## config.mk

```make
export PLATFORM = sky130hd
export DESIGN_NAME = chunked_adder
export DESIGN_NICKNAME = d
export VERILOG_FILES = /design/src/rtl/chunked_adder.sv
export SDC_FILE = /design/constraint.sdc
export NUM_CORES = 1
export LEC_CHECK = 0
export ABC_AREA = 1
export CAP_MARGIN = 20
export CORE_UTILIZATION = 31
export CTS_BUF_LIST = sky130_fd_sc_hd__clkbuf_8
export CTS_CLUSTER_DIAMETER = 30
export CTS_CLUSTER_SIZE = 20
export DETAILED_ROUTE_END_ITERATION = 10
export SYNTH_ARGS = -nofsm -noshare
export SYNTH_HDL_FRONTEND = slang
export SYNTH_SLANG_ARGS = --single-unit
```

## constraint.sdc

```tcl
create_clock -name clk_i -period 1.8 [get_ports clk_i]
set_input_delay 0.36 -clock clk_i [delete_from_list [all_inputs] [get_ports clk_i]]
set_output_delay 0.36 -clock clk_i [all_outputs]
set_load 0.02 [all_outputs]
```

## src/rtl/chunked_adder.sv

```systemverilog
// Multi-cycle adder/subtractor: WIDTH-bit operands summed CHUNK bits per clock,
// LSB chunk first, with a registered carry and valid/ready handshakes on both sides.
module chunked_adder #(
    parameter int WIDTH = 8,
    parameter int CHUNK = 4
) (
    input  logic             clk_i,
    input  logic             rst_ni,
    input  logic             valid_i,
    output logic             ready_o,
    input  logic [WIDTH-1:0] M_i,
    input  logic [WIDTH-1:0] N_i,
    input  logic             cin_i,
    input  logic             sub_i,
    output logic             valid_o,
    input  logic             ready_i,
    output logic [WIDTH:0]   result_o,
    output logic             overflow_o
);

    localparam int NCHUNK = WIDTH / CHUNK;
    localparam int CW     = (NCHUNK > 1) ? $clog2(NCHUNK) : 1;
    localparam logic [CW-1:0]    LAST_CHUNK = CW'(NCHUNK - 1);
    localparam logic [WIDTH-1:0] CHUNK_MASK = WIDTH'({CHUNK{1'b1}});

    localparam logic [1:0] S_IDLE = 2'd0;
    localparam logic [1:0] S_CALC = 2'd1;
    localparam logic [1:0] S_DONE = 2'd2;

    logic [1:0]       r_state;
    logic [WIDTH-1:0] r_m;
    logic [WIDTH-1:0] r_n;
    logic [WIDTH-1:0] r_sum;
    logic             r_carry;
    logic [CW-1:0]    r_cnt;
    logic             r_cout;
    logic             r_ovf;

    logic [31:0]      w_shamt;
    logic [CHUNK-1:0] w_m_chunk;
    logic [CHUNK-1:0] w_n_chunk;
    logic [CHUNK:0]   w_chunk_sum;
    logic [WIDTH-1:0] w_sum_next;
    logic             w_msb_cin;
    logic             w_last;

    // Chunk slice selected by the counter; the sum bits are merged back in place.
    assign w_shamt     = 32'(r_cnt) * CHUNK;
    assign w_m_chunk   = CHUNK'(r_m >> w_shamt);
    assign w_n_chunk   = CHUNK'(r_n >> w_shamt);
    assign w_chunk_sum = {1'b0, w_m_chunk} + {1'b0, w_n_chunk} + {{CHUNK{1'b0}}, r_carry};
    assign w_sum_next  = (r_sum & ~(CHUNK_MASK << w_shamt))
                       | (WIDTH'(w_chunk_sum[CHUNK-1:0]) << w_shamt);
    assign w_last      = (r_cnt == LAST_CHUNK);

    // Carry into the operand MSB recovered from the MSB sum bit and its inputs.
    assign w_msb_cin = w_m_chunk[CHUNK-1] ^ w_n_chunk[CHUNK-1] ^ w_chunk_sum[CHUNK-1];

    always_ff @(posedge clk_i or negedge rst_ni) begin
        if (!rst_ni) begin
            r_state <= S_IDLE;
            r_m     <= '0;
            r_n     <= '0;
            r_sum   <= '0;
            r_carry <= 1'b0;
            r_cnt   <= '0;
            r_cout  <= 1'b0;
            r_ovf   <= 1'b0;
        end else begin
            case (r_state)
                S_IDLE: begin
                    if (valid_i) begin
                        r_m     <= M_i;
                        r_n     <= sub_i ? ~N_i : N_i;
                        r_carry <= sub_i | cin_i;
                        r_cnt   <= '0;
                        r_sum   <= '0;
                        r_cout  <= 1'b0;
                        r_ovf   <= 1'b0;
                        r_state <= S_CALC;
                    end
                end
                S_CALC: begin
                    r_sum   <= w_sum_next;
                    r_carry <= w_chunk_sum[CHUNK];
                    if (w_last) begin
                        r_cout  <= w_chunk_sum[CHUNK];
                        r_ovf   <= w_msb_cin ^ w_chunk_sum[CHUNK];
                        r_state <= S_DONE;
                    end else begin
                        r_cnt <= r_cnt + 1'b1;
                    end
                end
                S_DONE: begin
                    if (ready_i) begin
                        r_state <= S_IDLE;
                    end
                end
                default: r_state <= S_IDLE;
            endcase
        end
    end

    assign ready_o    = (r_state == S_IDLE);
    assign valid_o    = (r_state == S_DONE);
    assign result_o   = {r_cout, r_sum};
    assign overflow_o = r_ovf;

endmodule

```

==> run metrics <==
status finished clean; dpl cells 287; TritonCTS clock tree built; peak supply drop 0.590 mV; post-layout minimum cycle time 1.74 ns; Layout Utilization 0.448; number of port buffers 33; worst setup margin 0.0605 ns; cell row count 25; Final Non-Filler Cells 295; Place WS 0.00756 ns; Worst R2R Setup Slack 0.06 ns; P_int 0.00232 W; clk slew on worst S/H paths 0.06 ns; GPL Wtd Cong 0.795; antenna-violating nets left 0; DIE AREA 0.00525 mm2; area occupied by registers 752 um2; fin crit share 0.966; register bit count reported by yosys 30; Final Routed Wirelength 3120 um; FF-to-FF path depth 12; Post-Synth XOR/XNOR Area 0.0513; Starting Density 0.323; vias in the first global route 1169; largest net degree at the start of global routing 31; switching power 0.00167 W; mux cell area share after synthesis 0; Startpoint Class register; synth unique cells 22; final slew viol count 0; Compound-Gate Fraction of Synth Area 0.0716; number of antenna diodes 0; Total Routing Usage GR 0.138; detailed placement HPWL 2340 um; register area share after synthesis 0.488; Final Net Count 254; Clock Tree Buf Depth 2; Chip Height 72.4 um; post-synthesis cell count 183; area occupied by multi-input gates 717 um2; total CTS buffers 5; Layout area overhead 38.6%; Syn Nets 210; r2r startpoint r_cnt; Final Hold Fails 0; Worst-Margin Slew 0.378 ns; Chip Width 72.4 um; sequential power share 0.292; worst skew pair latency 0.28 ns; routed len/inst 10.6 um; DRC viols 0; core area 0.00475 mm2; clock sink count 30; highest clock rate 575 MHz; H-tree depth 2; clock share of power 0.158; Syn Area/Cell 8.40 um2; post-synthesis simple-gate area fraction 0.262; RSZ-0062 raised after global routing true; hold buffers post-CTS 0; netlist area before placement 0.00154 mm2; Crit Path Max Fanout 7; clock skew 0.00282 ns; Worst EP required 1.98 ns; total gr overflow 0; layout cell share with drive strength beyond 1 0.202; Hold Crit Class primary input to asynchronous set/reset pin; setup violators final 0; Filler cells 499; initial antenna violation count 0; adder-cell area share of the yosys netlist 0.0504; max-cap viol count 0; first-pass GRT wire length 5380 um; Vias 1234; CP Class register to register; Critical Path End Type register; postcts setup bufs 0; switching share of total power 0.418; Detailed Routing Iterations Pass 1 4; largest family of logic cells by synthesized area simple AND/OR/NAND/NOR gates; Logic pwr share 0.550; yosys warns 0; root buf cell clkbuf_8; Power Total 0.00399 W; Ports 34; Max-slew headroom 0.748; WP data arrival 1.92 ns; worst r2r dst overflow_o; leakage power 1.03 nW; cell area power density 1870 mW/mm2; starting DRC count in detailed routing 46; DR vias/cell 4.18
[repair_timing]
action / CTS / global route
endpoints found under the setup margin: 3 / 10
cloned: 0 / 0
pin swaps: 0 / 8
resized for setup: 2 / 13
[placed cells by master (no fill, tap or decap), drive strengths merged, types with 2 or more instances in the layout]
cell type and count:
dfrtp 30, clkbuf 8, clkdlybuf4s50 31, nor2 7, or2 2, nand2 77
ha 3, inv 14, xnor2 8, o21ai 19, buf 11, fa 2
nand3 11
[routing by layer]
layer,GRT usage,up-vias,wire [um]
li1,-,657,-
met1,0.174,538,1450
met2,0.217,32,1450
met3,0.0500,7,166
met4,0.0523,0,55
met5,0,-,0
[cells by family (layout without fill, tap and decap cells)]
family / Yosys count / count (layout)
buf+inv: 21 / 66
simple gates: 98 / 98
xor+xnor: 9 / 9
fa+ha+maj: 5 / 5
compound gates: 20 / 20
flops: 30 / 30
[cell usage after synthesis, drive strengths merged]
cell type	count	area (um2)
nand2	77	299
dfrtp	30	751
o21ai	19	103
inv	14	52.6
nand3	11	55.1
xnor2	8	70.1
buf	7	65.1
nor2	7	28.8
ha	3	37.5
fa	2	40.0
or2	2	12.5
nand3b	1	7.51
o31ai	1	7.51
xor2	1	8.76
[registers in the layout (all words and copies together) (netlist names)]
register / cells
r_m: 8
overflow_o: 1
r_n: 8
r_sum: 8
r_cout: 1
r_cnt: 1
r_carry: 1
r_state: 2
[layout make-up]
class,instances,share of cell area
clock buffer,8,0.0516
sequential,30,0.353
inverter,14,0.0258
timing repair buffer,44,0.194
tap,67,0.0393
multi-input combinational,132,0.336
[power by group through the flow]
stage / registers, W / clock network, W / logic (W)
after floorplan: 0.00117 / 0 / 0.00142
after global placement: 0.00116 / 0 / 0.00205
after detailed placement: 0.00116 / 0 / 0.00207
after CTS: 0.00116 / 0.000651 / 0.00208
after global routing: 0.00120 / 0.000680 / 0.00253
final: 0.00116 / 0.000632 / 0.00219
[worst max path at each step]
stage / start / endpoint / slack (ns) / depth (start not counted)
floorplan: r_cnt / overflow_o / -0.02 / 14
global placement: r_cnt / overflow_o / 0.04 / 12
detailed placement: r_cnt / overflow_o / 0.008 / 12
CTS: r_cnt / overflow_o / 0.004 / 12
global route: r_cnt / overflow_o / -0.09 / 12
finish: r_cnt / overflow_o / 0.06 / 12
[metrics by stage]
step | TNS, ns | hold slack, ns | instance area [um2]
final | 0 | 0.470 | 2130
after global routing | -0.291 | 0.512 | 2130
after CTS | 0 | 0.476 | 2080
after detailed placement | 0 | 0.468 | 1970
after global placement | 0 | 0.468 | 1970
after floorplan | -0.0236 | 0.0644 | 1540
[worst max-delay path, cell delays in order (launching register included)]
cell and delay [ns]:
dfrtp_2 0.45, inv_4 0.10, nand2_2 0.05, nand2_2 0.06, fa_2 0.21, inv_2 0.05, fa_2 0.38, inv_2 0.06
nand3_2 0.05, nand2_2 0.07, nand2_1 0.05, nand3_1 0.06, nand2_1 0.05
Power figures use the tool's default switching activity.
